**config.mk**
```make
export PLATFORM = sky130hd
export DESIGN_NAME = main_mem_harness_flat
export DESIGN_NICKNAME = d
export VERILOG_FILES = /design/src/rtl/main_mem_harness_if.sv /design/src/rtl/main_mem_harness.sv /design/src/flat_wrapper.sv
export SDC_FILE = /design/constraint.sdc
export NUM_CORES = 1
export LEC_CHECK = 0
export CORE_ASPECT_RATIO = 1.5
export CORE_MARGIN = 2
export CORE_UTILIZATION = 25
export CTS_CLUSTER_SIZE = 28
export DETAILED_ROUTE_END_ITERATION = 12
export DONT_BUFFER_PORTS = 1
export PLACE_DENSITY = 0.51
export SYNTH_ARGS = -nofsm -noshare
export SYNTH_HDL_FRONTEND = slang
export SYNTH_SLANG_ARGS = --single-unit
```
**constraint.sdc**
```tcl
create_clock -name clock -period 2.2 [get_ports clock]
set_clock_uncertainty 0.1 [all_clocks]
set_input_delay 0.44 -clock clock [delete_from_list [all_inputs] [get_ports clock]]
set_output_delay 0.44 -clock clock [all_outputs]
set_load 0.02 [all_outputs]
```
**src/rtl/main_mem_harness_if.sv**
```systemverilog
// Bundle of every non-clock signal between the harness, its load/readback streams and the
// mergesort core's slave RAM port.
interface main_mem_harness_if #(
    parameter int unsigned ADDR_W = 7,
    parameter int unsigned DATA_W = 8
);
    logic                       run_req;
    logic                       in_valid;
    logic [ADDR_W+DATA_W-1:0]   in_data;
    logic                       in_last;
    logic                       in_ready;
    logic                       start_port;
    logic                       done_port;
    logic [1:0]                 S_oe_ram;
    logic [1:0]                 S_we_ram;
    logic [2*ADDR_W-1:0]        S_addr_ram;
    logic [2*DATA_W-1:0]        S_Wdata_ram;
    logic [7:0]                 S_data_ram_size;
    logic [2*DATA_W-1:0]        Sout_Rdata_ram;
    logic [1:0]                 Sout_DataRdy;
    logic                       out_valid;
    logic [DATA_W-1:0]          out_data;
    logic                       out_last;
    logic                       out_ready;
    logic [31:0]                cycle_count;
    logic                       timed_out;
    logic                       busy;

    // Harness side.
    modport master (
        input  run_req, in_valid, in_data, in_last, done_port, Sout_Rdata_ram, Sout_DataRdy,
               out_ready,
        output in_ready, start_port, S_oe_ram, S_we_ram, S_addr_ram, S_Wdata_ram,
               S_data_ram_size, out_valid, out_data, out_last, cycle_count, timed_out, busy
    );

    // Environment side: streams, core and memory.
    modport slave (
        output run_req, in_valid, in_data, in_last, done_port, Sout_Rdata_ram, Sout_DataRdy,
               out_ready,
        input  in_ready, start_port, S_oe_ram, S_we_ram, S_addr_ram, S_Wdata_ram,
               S_data_ram_size, out_valid, out_data, out_last, cycle_count, timed_out, busy
    );
endinterface

```
**src/rtl/main_mem_harness.sv**
```systemverilog
// Preloads the mergesort core's memory over its slave port, starts it, times the run and
// streams a fixed result region back out.
module main_mem_harness #(
    parameter int unsigned ADDR_W  = 7,
    parameter int unsigned DATA_W  = 8,
    parameter int unsigned RD_BASE = 64,
    parameter int unsigned RD_LEN  = 32,
    parameter int unsigned TIMEOUT = 200000000
) (
    input logic              clock,
    input logic              reset,
    main_mem_harness_if.master bus
);
    localparam int unsigned IdxW = $clog2(RD_LEN) + 1;
    localparam logic [ADDR_W-1:0] RdBase = ADDR_W'(RD_BASE);
    localparam logic [IdxW-1:0]   RdLastIdx = IdxW'(RD_LEN - 1);

    typedef enum logic [3:0] {
        StIdle, StLoad, StWr, StStart, StRun, StRd, StRdw, StOut, StFin
    } state_t;

    state_t              state_q;
    logic                we_q;
    logic                oe_q;
    logic [ADDR_W-1:0]   addr_q;
    logic [DATA_W-1:0]   wdata_q;
    logic                last_q;
    logic [IdxW-1:0]     rd_idx_q;
    logic                start_q;
    logic                out_valid_q;
    logic [DATA_W-1:0]   out_data_q;
    logic                out_last_q;
    logic [31:0]         cycle_count_q;
    logic                timed_out_q;
    logic [ADDR_W-1:0]   rd_addr;

    // Readback address wraps naturally at 2^ADDR_W.
    assign rd_addr = RdBase + ADDR_W'(rd_idx_q);

    always_ff @(posedge clock or posedge reset) begin
        if (reset) begin
            state_q       <= StIdle;
            we_q          <= 1'b0;
            oe_q          <= 1'b0;
            addr_q        <= '0;
            wdata_q       <= '0;
            last_q        <= 1'b0;
            rd_idx_q      <= '0;
            start_q       <= 1'b0;
            out_valid_q   <= 1'b0;
            out_data_q    <= '0;
            out_last_q    <= 1'b0;
            cycle_count_q <= '0;
            timed_out_q   <= 1'b0;
        end else begin
            case (state_q)
                StIdle: begin
                    if (bus.run_req) begin
                        timed_out_q   <= 1'b0;
                        cycle_count_q <= '0;
                        state_q       <= StLoad;
                    end
                end
                StLoad: begin
                    if (bus.in_valid) begin
                        addr_q  <= bus.in_data[ADDR_W+DATA_W-1:DATA_W];
                        wdata_q <= bus.in_data[DATA_W-1:0];
                        last_q  <= bus.in_last;
                        we_q    <= 1'b1;
                        state_q <= StWr;
                    end
                end
                StWr: begin
                    if (bus.Sout_DataRdy[0]) begin
                        we_q <= 1'b0;
                        if (last_q) begin
                            start_q       <= 1'b1;
                            cycle_count_q <= 32'd1;
                            state_q       <= StStart;
                        end else begin
                            state_q <= StLoad;
                        end
                    end
                end
                StStart: begin
                    start_q       <= 1'b0;
                    cycle_count_q <= cycle_count_q + 32'd1;
                    state_q       <= StRun;
                end
                StRun: begin
                    // The displayed count already includes the cycle done is sampled in.
                    if (bus.done_port) begin
                        rd_idx_q <= '0;
                        state_q  <= StRd;
                    end else if (cycle_count_q >= TIMEOUT) begin
                        timed_out_q <= 1'b1;
                        state_q     <= StFin;
                    end else if (cycle_count_q != '1) begin
                        cycle_count_q <= cycle_count_q + 32'd1;
                    end
                end
                StRd: begin
                    oe_q    <= 1'b1;
                    addr_q  <= rd_addr;
                    state_q <= StRdw;
                end
                StRdw: begin
                    if (bus.Sout_DataRdy[0]) begin
                        oe_q        <= 1'b0;
                        out_data_q  <= bus.Sout_Rdata_ram[DATA_W-1:0];
                        out_valid_q <= 1'b1;
                        out_last_q  <= (rd_idx_q == RdLastIdx);
                        state_q     <= StOut;
                    end
                end
                StOut: begin
                    if (bus.out_ready) begin
                        out_valid_q <= 1'b0;
                        out_last_q  <= 1'b0;
                        if (out_last_q) begin
                            state_q <= StFin;
                        end else begin
                            rd_idx_q <= rd_idx_q + 1'b1;
                            state_q  <= StRd;
                        end
                    end
                end
                StFin:   state_q <= StIdle;
                default: state_q <= StIdle;
            endcase
        end
    end

    assign bus.in_ready        = (state_q == StLoad);
    assign bus.busy            = (state_q != StIdle) && (state_q != StFin);
    assign bus.start_port      = start_q;
    assign bus.S_we_ram        = {1'b0, we_q};
    assign bus.S_oe_ram        = {1'b0, oe_q};
    assign bus.S_addr_ram      = {{ADDR_W{1'b0}}, addr_q};
    assign bus.S_Wdata_ram     = {{DATA_W{1'b0}}, wdata_q};
    assign bus.S_data_ram_size = {4'd0, (we_q || oe_q) ? 4'd8 : 4'd0};
    assign bus.out_valid       = out_valid_q;
    assign bus.out_data        = out_data_q;
    assign bus.out_last        = out_last_q;
    assign bus.cycle_count     = cycle_count_q;
    assign bus.timed_out       = timed_out_q;
endmodule

```
**src/flat_wrapper.sv**
```systemverilog
// flat-port wrapper written by rule: the top's interface ports become plain ports
module main_mem_harness_flat 
#(
    parameter int unsigned ADDR_W  = 7,
    parameter int unsigned DATA_W  = 8,
    parameter int unsigned RD_BASE = 64,
    parameter int unsigned RD_LEN  = 32,
    parameter int unsigned TIMEOUT = 200000000
)
  (clock, reset, bus_run_req, bus_in_valid, bus_in_data, bus_in_last, bus_done_port, bus_Sout_Rdata_ram, bus_Sout_DataRdy, bus_out_ready, bus_in_ready, bus_start_port, bus_S_oe_ram, bus_S_we_ram, bus_S_addr_ram, bus_S_Wdata_ram, bus_S_data_ram_size, bus_out_valid, bus_out_data, bus_out_last, bus_cycle_count, bus_timed_out, bus_busy);
  main_mem_harness_if #(.ADDR_W(ADDR_W), .DATA_W(DATA_W)) bus_i ();
  input logic clock;
  input logic reset;
  input wire logic [$bits(bus_i.run_req)-1:0] bus_run_req;
  input wire logic [$bits(bus_i.in_valid)-1:0] bus_in_valid;
  input wire logic [$bits(bus_i.in_data)-1:0] bus_in_data;
  input wire logic [$bits(bus_i.in_last)-1:0] bus_in_last;
  input wire logic [$bits(bus_i.done_port)-1:0] bus_done_port;
  input wire logic [$bits(bus_i.Sout_Rdata_ram)-1:0] bus_Sout_Rdata_ram;
  input wire logic [$bits(bus_i.Sout_DataRdy)-1:0] bus_Sout_DataRdy;
  input wire logic [$bits(bus_i.out_ready)-1:0] bus_out_ready;
  output wire logic [$bits(bus_i.in_ready)-1:0] bus_in_ready;
  output wire logic [$bits(bus_i.start_port)-1:0] bus_start_port;
  output wire logic [$bits(bus_i.S_oe_ram)-1:0] bus_S_oe_ram;
  output wire logic [$bits(bus_i.S_we_ram)-1:0] bus_S_we_ram;
  output wire logic [$bits(bus_i.S_addr_ram)-1:0] bus_S_addr_ram;
  output wire logic [$bits(bus_i.S_Wdata_ram)-1:0] bus_S_Wdata_ram;
  output wire logic [$bits(bus_i.S_data_ram_size)-1:0] bus_S_data_ram_size;
  output wire logic [$bits(bus_i.out_valid)-1:0] bus_out_valid;
  output wire logic [$bits(bus_i.out_data)-1:0] bus_out_data;
  output wire logic [$bits(bus_i.out_last)-1:0] bus_out_last;
  output wire logic [$bits(bus_i.cycle_count)-1:0] bus_cycle_count;
  output wire logic [$bits(bus_i.timed_out)-1:0] bus_timed_out;
  output wire logic [$bits(bus_i.busy)-1:0] bus_busy;
  assign bus_i.run_req = bus_run_req;
  assign bus_i.in_valid = bus_in_valid;
  assign bus_i.in_data = bus_in_data;
  assign bus_i.in_last = bus_in_last;
  assign bus_i.done_port = bus_done_port;
  assign bus_i.Sout_Rdata_ram = bus_Sout_Rdata_ram;
  assign bus_i.Sout_DataRdy = bus_Sout_DataRdy;
  assign bus_i.out_ready = bus_out_ready;
  assign bus_in_ready = bus_i.in_ready;
  assign bus_start_port = bus_i.start_port;
  assign bus_S_oe_ram = bus_i.S_oe_ram;
  assign bus_S_we_ram = bus_i.S_we_ram;
  assign bus_S_addr_ram = bus_i.S_addr_ram;
  assign bus_S_Wdata_ram = bus_i.S_Wdata_ram;
  assign bus_S_data_ram_size = bus_i.S_data_ram_size;
  assign bus_out_valid = bus_i.out_valid;
  assign bus_out_data = bus_i.out_data;
  assign bus_out_last = bus_i.out_last;
  assign bus_cycle_count = bus_i.cycle_count;
  assign bus_timed_out = bus_i.timed_out;
  assign bus_busy = bus_i.busy;
  main_mem_harness #(.ADDR_W(ADDR_W), .DATA_W(DATA_W), .RD_BASE(RD_BASE), .RD_LEN(RD_LEN), .TIMEOUT(TIMEOUT)) u_core (.clock(clock), .reset(reset), .bus(bus_i));
endmodule
```
==> results_dict.tcl <==
set metrics [dict create \
    die_x_um 110 \
    synth_top_area_share 0.427 \
    num-nets-final 559 \
    startpoint_type "register" \
    syn_area_per_cell_sq_um 9.58 \
    dr.first_iter.drc_count 191 \
    power_frac_clock 0.251 \
    yosysWarnings 0 \
    violations "negative setup slack" \
    fp.dieH_um 163 \
    p_per_area_mw_per_mm2 1180 \
    post-route-min-period_ns 2.20 \
    syn_inst 440 \
    cts_made_buffers 9 \
    post-place-cells 701 \
    utilization 0.332 \
    combPwrFrac 0.407 \
    initial_utilization 0.254 \
    path_clk_slew_ns 0.06 \
    clockBufferDepth 2 \
    rsz0062_at_grt "yes" \
    ys_ff_latch 72 \
    ys_types 59 \
    run_status "finished with violations" \
    synth_area_leaders "dfrtp_1, a22o_1, mux2_2" \
    ys_async_sr_fraction 1.00 \
    hold_violations 0 \
    cts_tree "built" \
    clk_latency_ns 0.34 \
    critPathKind "register to register" \
    tns_ns -0.00421 \
    dp_hpwl_um 9650 \
    slew_headroom 0.590 \
    drt_pass1_iterations 4 \
    rows 58 \
    layout-drive-gt1-share 0.328 \
    ant_nets 0 \
    finalNonFillerCells 731 \
    worst_ep_required_time_ns 2.32 \
    postRouteWirelength_um 13200 \
    tightestPinTransition_ns 0.608 \
    crit_fanout 4 \
    internal-power_mw 3.85 \
    num_antenna_cells 0 \
    wire_per_inst_um 18.0 \
    seq_area_frac_synth 0.427 \
    synth.largest_area_cell "dfrtp_1" \
    dieArea_sq_mm 0.0179 \
    most-common-layout-cells "buf_4, dfrtp_1, nand2_1" \
    grt_usage 0.146 \
    seqPwrFrac 0.343 \
    synth_edf_count 0 \
    end_kind "register" \
    core_area_sq_mm 0.0166 \
    fin_ws_ns -0.00421 \
    p_total_mw 6.49 \
    vias 3759 \
    grt_pass1_wl_um 20100 \
    place.gp.congestion 0.840 \
    io_pins 128 \
    setup_viol 1 \
    hold_slack_ns 0.148 \
    grt_pass1_vias 3840 \
    grt_overflow 0 \
    cts_sinks 72 \
    final_common_cell "buf_4" \
    grt_antenna_before_repair 0 \
    drv_slew 0 \
    crit_arrival_ns 2.33 \
    period_share 1.00 \
    switchingPower_mw 2.65 \
    syn_area_sq_mm 0.00422 \
    cts_root_buf "clkbuf_16" \
    clock.fmax_mhz 454 \
    htree_levels 3 \
    grt_max_degree 31 \
    io_buffers 0 \
    switching_share 0.407 \
    syn2layout_area_growth_pct 31.0 \
    maxCapViolCount 0 \
    fillers 1697 \
    ir_drop_mv 0.548 \
    synth_flop_cell "dfrtp_1" \
    hold_class "input port to register" \
    drcViolationCount 0 \
    vias_per_cell 5.14 \
    p_leak_nw 2.39 \
]
worst max-delay path, cell delays in order, from the launching register on:
cell      delay, ns
dfrtp_2        0.39
nand4_1        0.13
or4_4          0.60
or4_4          0.54
a221oi_2       0.24
o21bai_1       0.08
cells by family after synthesis:
family,Yosys count,synth area share
compound gates,110,0.204
xor+xnor,3,0.00623
fa+ha+maj,3,0.00891
buf+inv,62,0.0813
flops,72,0.427
mux,30,0.0772
other cells,1,0.000890
simple gates,159,0.194
path summary, 6_finish.rpt:
| check | to | from | cells past startpoint | slack (ns) |
|---|---|---|---|---|
| min in group asynchronous | u_core.bus.cycle_count[4]$_DFFE_PP0P_ | reset | 2 | 0.54 |
| worst min-delay path | u_core.bus.out_data[2]$_DFFE_PP0P_ | bus_Sout_Rdata_ram[2] | 1 | 0.15 |
| worst max-delay path | u_core.bus.cycle_count[31]$_DFFE_PP0P_ | u_core.bus.cycle_count[3]$_DFFE_PP0P_ | 5 | -0.004 |
| max in group asynchronous | u_core.wdata_q[2]$_DFFE_PP0P_ | reset | 4 | 0.72 |
| worst max register to register | u_core.bus.cycle_count[31]$_DFFE_PP0P_ | u_core.bus.cycle_count[3]$_DFFE_PP0P_ | 5 | -0.004 |
| worst min register to register | u_core.addr_q[4]$_DFFE_PP0P_ | u_core.rd_idx_q[4]$_DFFE_PP0P_ | 2 | 0.43 |
metal layers:
| metal | GRT usage | vias up | routed length [um] |
|---|---|---|---|
| met5 | 0 | - | 0 |
| met4 | 0.0472 | 0 | 229 |
| met3 | 0.0439 | 15 | 1020 |
| met2 | 0.279 | 137 | 7150 |
| met1 | 0.147 | 1851 | 4780 |
| li1 | - | 1756 | - |
final cells by class:
class                   count  area (sq um)  share of cell area
repair buffers             89           749               0.136
clock inverters             6          91.3              0.0165
multi-input cells         329          2300               0.416
flip-flops and latches     72          1830               0.330
well taps                 210           263              0.0476
clock buffers              10           239              0.0433
inverters                  15          60.1              0.0109
timing repair:
action | 4_1_cts | 5_1_grt
hold buffers | 1 | 0
resized for setup | 4 | 18
gates cloned | 0 | 2
endpoints found under the setup margin | 19 | 32
pin swaps | 2 | 36
hold endpoints to repair | 21 | 0
setup buffers | 0 | 11
flip-flops by register name (all words and copies together), names as in the netlist:
| name | flops |
|---|---|
| u_core.bus.timed_out | 1 |
| u_core.addr_q | 7 |
| u_core.bus.out_valid | 1 |
| u_core.bus.out_last | 1 |
| u_core.rd_idx_q | 6 |
| u_core.bus.out_data | 8 |
| u_core.we_q | 1 |
| u_core.oe_q | 1 |
| u_core.bus.start_port | 1 |
| u_core.last_q | 1 |
| u_core.state_q | 4 |
| u_core.bus.cycle_count | 32 |
| u_core.wdata_q | 8 |
synthesized netlist by cell type (4+ instances only):
library cell and instances:
a22o_1 26, clkbuf_1 15, nor3_1 15, mux2i_1 10, a221o_1 13, buf_2 4
nor2_1 31, nand4_1 9, and3_1 7, nand3_1 20, buf_4 26, nand2_1 39
and2_1 6, a31oi_1 4, inv_1 15, mux2_2 20, o22ai_1 4, nor2b_1 4
a21oi_1 8, o211ai_1 8, o221ai_1 6, o21ai_0 18, dfrtp_1 72, nor4_1 6
through the flow:
stage                     instance area, sq um  setup slack (ns)
after floorplan                           4360           -0.0629
after global placement                    4960           -0.0269
after detailed placement                  4960           -0.0447
after CTS                                 5320          -0.00681
after global routing                      5520           -0.0992
final                                     5520          -0.00421
power groups by stage:
stage	combinational, mW	sequential [mW]	clock, mW
after detailed placement	2.54	2.25	0
after global placement	2.47	2.23	0
final	2.64	2.22	1.63
after global routing	2.89	2.30	1.73
after floorplan	1.78	2.12	0
after CTS	2.55	2.23	1.67
Power figures use the tool's default switching activity.
